==> src/rtl/video_pattern_gen.sv <==
// Raster timing generator with selectable synthetic test image (colour bars, ramp, checker, flat gray).
// All outputs are registered one cycle behind the free-running h/v counters.
module video_pattern_gen #(
   parameter int H_ACTIVE = 1280,
   parameter int H_FP     = 110,
   parameter int H_SYNC   = 40,
   parameter int H_BP     = 220,
   parameter int V_ACTIVE = 720,
   parameter int V_FP     = 5,
   parameter int V_SYNC   = 5,
   parameter int V_BP     = 20,
   parameter bit SYNC_POL = 1'b1
) (
   input  logic        pixelclk,
   input  logic        reset_n,
   input  logic        i_en,
   input  logic [1:0]  i_pattern,
   output logic [23:0] o_rgb,
   output logic        o_hsync,
   output logic        o_vsync,
   output logic        o_de,
   output logic        o_sof
);

   localparam int H_TOTAL = H_ACTIVE + H_FP + H_SYNC + H_BP;
   localparam int V_TOTAL = V_ACTIVE + V_FP + V_SYNC + V_BP;
   localparam int HW      = $clog2(H_TOTAL);
   localparam int VW      = $clog2(V_TOTAL);
   localparam int BAR_W   = H_ACTIVE / 8;
   localparam int SW      = $clog2(BAR_W);

   localparam logic [HW-1:0] H_LAST   = HW'(H_TOTAL - 1);
   localparam logic [HW-1:0] H_ACT    = HW'(H_ACTIVE);
   localparam logic [HW-1:0] HS_START = HW'(H_ACTIVE + H_FP);
   localparam logic [HW-1:0] HS_END   = HW'(H_ACTIVE + H_FP + H_SYNC);
   localparam logic [VW-1:0] V_LAST   = VW'(V_TOTAL - 1);
   localparam logic [VW-1:0] V_ACT    = VW'(V_ACTIVE);
   localparam logic [VW-1:0] VS_START = VW'(V_ACTIVE + V_FP);
   localparam logic [VW-1:0] VS_END   = VW'(V_ACTIVE + V_FP + V_SYNC);
   localparam logic [SW-1:0] SUB_LAST = SW'(BAR_W - 1);

   typedef enum logic [1:0] {
      PAT_BARS  = 2'd0,
      PAT_RAMP  = 2'd1,
      PAT_CHECK = 2'd2,
      PAT_FLAT  = 2'd3
   } pattern_e;

   logic [HW-1:0] h_q, h_d;
   logic [VW-1:0] v_q, v_d;
   logic [2:0]    idx_q, idx_d;
   logic [SW-1:0] sub_q, sub_d;
   pattern_e      pat_q, pat_d;
   logic [23:0]   rgb_q, rgb_d;
   logic          hs_q, hs_d;
   logic          vs_q, vs_d;
   logic          de_q, de_d;
   logic          sof_q, sof_d;
   logic          origin;
   pattern_e      pat_use;
   logic          chk_bit;

   function automatic logic [23:0] bar_colour(input logic [2:0] idx);
      case (idx)
         3'd0:    return 24'hFFFFFF;
         3'd1:    return 24'hFFFF00;
         3'd2:    return 24'h00FFFF;
         3'd3:    return 24'h00FF00;
         3'd4:    return 24'hFF00FF;
         3'd5:    return 24'hFF0000;
         3'd6:    return 24'h0000FF;
         default: return 24'h000000;
      endcase
   endfunction

   always_comb begin
      h_d     = '0;
      v_d     = '0;
      idx_d   = '0;
      sub_d   = '0;
      pat_d   = pat_q;
      rgb_d   = '0;
      hs_d    = ~SYNC_POL;
      vs_d    = ~SYNC_POL;
      de_d    = 1'b0;
      sof_d   = 1'b0;
      origin  = (h_q == '0) && (v_q == '0);
      pat_use = origin ? pattern_e'(i_pattern) : pat_q;
      chk_bit = 1'((32'(h_q) ^ 32'(v_q)) >> 5);

      if (i_en) begin
         pat_d = pat_use;
         if (h_q == H_LAST) begin
            h_d = '0;
            v_d = (v_q == V_LAST) ? '0 : v_q + VW'(1);
         end else begin
            h_d = h_q + HW'(1);
            v_d = v_q;
         end

         // Bar state tracks h_d so it is aligned with h_q on the next cycle
         if (h_d != '0) begin
            if (sub_q == SUB_LAST) begin
               sub_d = '0;
               idx_d = idx_q + 3'd1;
            end else begin
               sub_d = sub_q + SW'(1);
               idx_d = idx_q;
            end
         end

         de_d  = (h_q < H_ACT) && (v_q < V_ACT);
         hs_d  = ((h_q >= HS_START) && (h_q < HS_END)) ? SYNC_POL : ~SYNC_POL;
         vs_d  = ((v_q >= VS_START) && (v_q < VS_END)) ? SYNC_POL : ~SYNC_POL;
         sof_d = origin;

         if (de_d) begin
            case (pat_use)
               PAT_BARS:  rgb_d = bar_colour(idx_q);
               PAT_RAMP:  rgb_d = {3{8'(h_q)}};
               PAT_CHECK: rgb_d = chk_bit ? 24'hFFFFFF : 24'h000000;
               default:   rgb_d = 24'h808080;
            endcase
         end
      end
   end

   always_ff @(posedge pixelclk) begin
      if (!reset_n) begin
         h_q   <= '0;
         v_q   <= '0;
         idx_q <= '0;
         sub_q <= '0;
         pat_q <= PAT_BARS;
         rgb_q <= '0;
         hs_q  <= ~SYNC_POL;
         vs_q  <= ~SYNC_POL;
         de_q  <= 1'b0;
         sof_q <= 1'b0;
      end else begin
         h_q   <= h_d;
         v_q   <= v_d;
         idx_q <= idx_d;
         sub_q <= sub_d;
         pat_q <= pat_d;
         rgb_q <= rgb_d;
         hs_q  <= hs_d;
         vs_q  <= vs_d;
         de_q  <= de_d;
         sof_q <= sof_d;
      end
   end

   assign o_rgb   = rgb_q;
   assign o_hsync = hs_q;
   assign o_vsync = vs_q;
   assign o_de    = de_q;
   assign o_sof   = sof_q;

endmodule

==> config.mk <==
export PLATFORM = sky130hd
export DESIGN_NAME = video_pattern_gen
export DESIGN_NICKNAME = d
export VERILOG_FILES = /design/src/rtl/video_pattern_gen.sv
export SDC_FILE = /design/constraint.sdc
export NUM_CORES = 1
export LEC_CHECK = 0
export BUFFER_PORTS_ARGS = -buffer_cell sky130_fd_sc_hd__buf_2
export CAP_MARGIN = 20
export CORE_MARGIN = 3
export CORE_UTILIZATION = 40
export CTS_CLUSTER_DIAMETER = 60
export DETAILED_ROUTE_END_ITERATION = 6
export PLACE_DENSITY = 0.68
export RECOVER_POWER = 100
export SYNTH_ARGS = -nofsm -noshare
export SYNTH_HDL_FRONTEND = slang
export SYNTH_SLANG_ARGS = --single-unit
==> constraint.sdc <==
create_clock -name pixelclk -period 6.2 [get_ports pixelclk]
set_input_delay 1.24 -clock pixelclk [delete_from_list [all_inputs] [get_ports pixelclk]]
set_output_delay 1.24 -clock pixelclk [all_outputs]
set_load 0.01 [all_outputs]
* After elaboration in Yosys (flattened, before gate mapping)
Cells that the tools add are included.
Word-level totals: word-level logic and storage cells 57, input bits 5, output and inout bits 28, flip-flop bits (word level) 62
Operators by class: muxes and demuxes 9, reductions and logical operators 13, order comparisons 6, equal/unequal tests 11, add/sub/neg operators 4, bitwise gates (word level) 4
Operator list (count):
- $pmux W24 S7 | 1
- $pmux W24 S3 | 1
- $mux W24 | 1
- $lt A11 B11 Y1 const B | 2
- $mux W11 | 2
- $lt A10 B10 Y1 const B | 2
- $add A11 B1 Y11 const B | 1
- $eq A11 B11 Y1 const B | 1
- $ge A11 B11 Y1 const B | 1
- $logic_not A11 Y1 | 1
- $reduce_bool A11 Y1 | 1
- $add A10 B1 Y10 const B | 1
- $eq A10 B10 Y1 const B | 1
- $ge A10 B10 Y1 const B | 1
- $logic_not A10 Y1 | 1
- $mux W10 | 1
- $eq A3 B3 Y1 const B | 3
- $add A8 B1 Y8 const B | 1
- $eq A8 B8 Y1 const B | 1
- $eq A3 B2 Y1 const B | 2
- $reduce_and A3 Y1 | 2
- $xor A6 B6 Y6 | 1
- $logic_and A1 B1 Y1 | 4
- $reduce_or A4 Y1 | 1
- 10 further kinds | 13

* Logic depth before layout (Yosys ltp)
word-level depth 6, gate-level depth with buffers 9, mapped depth without buffers 8

* Least setup slack after synthesis
No wires, ideal clock.
path kind input -> register, from input port reset_n, to register rgb_q[0] (netlist: o_rgb[0]), buffers on the path 1, setup time 0.070 ns, path slack 4.009 ns, stages on the path 7, data arrival time 2.121 ns, path through nand2_1 > a21oi_1 > o211ai_1 > inv_1 > o211ai_4 > buf_6 > a21oi_1
On the way: longest elaborated chain between the ends 1
Ends and longest elaborated chain:
- start, declared | line 15 | input logic reset_n,
- $reduce_and A3 Y1 (no source line)
- end signal, assigned | line 146 | rgb_q <= rgb_d;
- end, declared | line 54 | logic [23:0] rgb_q, rgb_d;
No other way between the ends. A chain may end at the register's enable or synchronous reset.

* Worst setup path after layout
from register h_q[3], to register rgb_q[11] (netlist: o_rgb[11])
On the way: longest elaborated chain between the ends 5
Ends and longest elaborated chain:
- start, declared | line 49 | logic [HW-1:0] h_q, h_d;
- start signal, assigned | line 130 | h_q <= '0;
- start signal, assigned | line 141 | h_q <= h_d;
- branches (longest 5 deep; another with $lt A11 B11 Y1)
Parallel ways; which one is timed is not known.

==> summary.md <==
| Metric | Value |
|---|---|
| Status | complete, no violations |
| Initial antenna violation count | 0 |
| Area of the core | 6910 um^2 |
| CTS tree | yes |
| TNS Setup | 0 ps |
| # placed instances | 425 |
| DIE HEIGHT | 91.2 um |
| Final hold vios | 0 |
| Largest net degree at the start of global routing | 22 |
| Slew headroom | 0.0541 |
| Final WS setup | 2600 ps |
| MaxCap Viol Count | 0 |
| Sw Pwr | 217 uW |
| Pre-CTS setup slack | 3270 ps |
| Post-Syn Area | 2900 um^2 |
| Clk_skew | 11.2 ps |
| Root Driver | clkbuf_8 |
| Final period utilization | 0.580 |
| Post-route DRC | 0 |
| Crit path kind | flop to flop |
| Critical path arrival | 3770 ps |
| Initial Util | 0.420 |
| Final Util | 0.467 |
| Worst setup SP type | flop |
| Number of setup buffers added after CTS | 0 |
| Count of cells resized by post-cts repair | 0 |
| Number of port buffers | 32 |
| Mean area per synthesized cell | 9.25 um^2 |
| Post-Syn Nets | 332 |
| Sequential share of the synthesized area | 0.427 |
| Grt ovf | 0 |
| Sink Count | 62 |
| RSZ-0062 raised after global routing | false |
| Hold buffer count at cts | 0 |
| Hold WC Path Type | flop to flop |
| Clock Latency Late Sink | 350 ps |
| Tot GR Track Use | 0.151 |
| Ys async rst share | 0 |
| Final non-filler cell total | 441 |
| EDFF count, synth | 0 |
| DRT iter0 DRCs | 135 |
| Flop pwr share | 0.474 |
| IO Pins | 33 |
| PwrDens | 272 nW/um^2 |
| CP Max Fanout | 21 |
| Syn. warnings | 0 |
| Share of layout cells above drive strength 1 | 0.0870 |
| Vias in the first global route | 2123 |
| Htree depth | 3 |
| WP data required | 6370 ps |
| DIE WIDTH | 91.2 um |
| Row cnt | 30 |
| Predominant post-synthesis flop cell | dfxtp_1 |
| First-pass GRT wire length | 10100 um |
| Placer Congestion | 0.787 |
| Worst setup EP type | flop |
| Clock Power Share | 0.464 |
| TritonCTS buffer count | 9 |
| Ant diodes | 0 |
| Nets | 358 |
| Switching share of power | 0.248 |
| Cell variety after synth | 50 |
| Worst slew pin tran | 1410 ps |
| Initial DRT Pass Iterations | 6 |
| Combinational share of power | 0.062 |
| Via count | 2234 |
| Reg clk slew, reported paths | 80 ps |
| Pint | 659 uW |
| Final setup viols | 0 |
| Pleak | 0.00113 uW |
| Syn Inst Count | 314 |
| Die ar. | 8320 um^2 |
| Max Transition Viols Final | 0 |
| ANT nets after route | 0 |
| Syn-to-layout area delta | 11.0% |
| Hpwl dp | 4140 um |
| Fmax | 278 MHz |
| Routed len/inst | 13.2 um |
| Fin crit period | 3600 ps |
| CTS max path bufs | 2 |
| Seq cells post-synth | 62 |
| Drt total wl | 5840 um |
| Worst vdd ir | 114 uV |
| Vias per inst | 5.07 |
## power by group through the flow
stage / combinational, uW / sequential, uW / clock, uW
after floorplan: 37.1 / 428 / 0
after global placement: 57.6 / 425 / 0
after detailed placement: 58.5 / 425 / 0
after CTS: 58.8 / 415 / 415
after global routing: 61.3 / 417 / 438
final: 54.3 / 416 / 406
## cell usage in the layout, fill, tap and decap left out, drive strengths merged, types with 2 or more instances in the layout
master,instances
or3,2
nor4b,2
o211ai,3
o311ai,3
or4,2
clkbuf,39
nor2,36
xor2,10
inv,18
a21oi,27
nor2b,2
nand2b,4
nand3,15
o21ai,11
a2111oi,4
nor3,12
a31oi,3
nand4,5
and3,4
ha,13
buf,3
or2,3
xnor2,17
dfxtp,62
mux2i,6
bufinv,2
nor4,6
nand2,17
## kinds of logic after synthesis
logic type | count (synthesis) | synth area share
flops | 62 | 0.427
simple gates | 117 | 0.218
mux | 6 | 0.0250
buf+inv | 33 | 0.0573
compound gates | 56 | 0.135
fa+ha+maj | 13 | 0.0560
xor+xnor | 27 | 0.0814
## routing by layer
metal | part of all wire | GRT usage | vias to the layer above
li1 | - | - | 1145
met1 | 0.49 | 0.190 | 1037
met2 | 0.45 | 0.239 | 44
met3 | 0.042 | 0.0514 | 8
met4 | 0.015 | 0.0528 | 0
met5 | 0 | 0 | -
## state kept, by name, summed over array words and instances, names as in the netlist
name	count
o_rgb	24
h_q	11
v_q	10
sub_q	8
idx_q	3
pat_q	2
o_de	1
o_hsync	1
o_sof	1
o_vsync	1
## synth_stat cells (2+ instances only)
| cell type | number | area share |
|---|---|---|
| a2111oi_0 | 4 | 0.012 |
| a21oi_1 | 27 | 0.047 |
| a31oi_1 | 3 | 0.0065 |
| and3_1 | 4 | 0.0086 |
| buf_2 | 7 | 0.012 |
| buf_6 | 4 | 0.016 |
| clkbuf_1 | 6 | 0.0078 |
| dfxtp_1 | 62 | 0.43 |
| ha_1 | 13 | 0.056 |
| inv_1 | 15 | 0.019 |
| mux2i_1 | 5 | 0.017 |
| nand2_1 | 17 | 0.022 |
| nand2b_1 | 4 | 0.0086 |
| nand3_1 | 15 | 0.026 |
| nand4_1 | 4 | 0.0086 |
| nor2_1 | 36 | 0.047 |
| nor2b_1 | 2 | 0.0043 |
| nor3_1 | 12 | 0.021 |
| nor4_1 | 5 | 0.011 |
| o211ai_1 | 2 | 0.0052 |
| o21ai_0 | 7 | 0.012 |
| o21ai_2 | 2 | 0.0060 |
| o311ai_2 | 3 | 0.017 |
| or2_2 | 3 | 0.0065 |
| or3_1 | 2 | 0.0043 |
| xnor2_1 | 17 | 0.051 |
| xor2_1 | 10 | 0.030 |
## cell type report
type                       instances  area [um^2]
multi-input combinational        219         1450
fill                             713         3680
tap                               96          120
inverter                          15         56.3
clock buffer                       9          124
clock inverter                     7          105
sequential                        62         1240
timing repair buffer              33          128
## stage by stage
step                      total power (uW)  hold slack (ps)  cell area (um^2)
after detailed placement               483              488              3080
after global placement                 482              483              3080
after global routing                   916              528              3220
after CTS                              889              499              3310
final                                  877              499              3220
after floorplan                        466              457              2900
## final timing paths
| path | start | to | slack [ps] | depth (start not counted) |
|---|---|---|---|---|
| worst max register to register | h_q[3]$_SDFF_PN0_ | o_rgb[11]$_SDFF_PN0_ | 2600 | 5 |
| worst max-delay path | h_q[3]$_SDFF_PN0_ | o_rgb[11]$_SDFF_PN0_ | 2600 | 5 |
| worst min register to register | sub_q[0]$_SDFF_PP0_ | sub_q[0]$_SDFF_PP0_ | 500 | 1 |
| worst min-delay path | sub_q[0]$_SDFF_PP0_ | sub_q[0]$_SDFF_PP0_ | 500 | 1 |
## worst max-delay path, cell delays in order, from the launching register on
cell and delay (ps):
dfxtp_1 430, or4_1 560, nor4_1 250, nand4_1 690, o211ai_1 1390, a21oi_1 100
No activity file was read; power rests on OpenSTA's default activity.
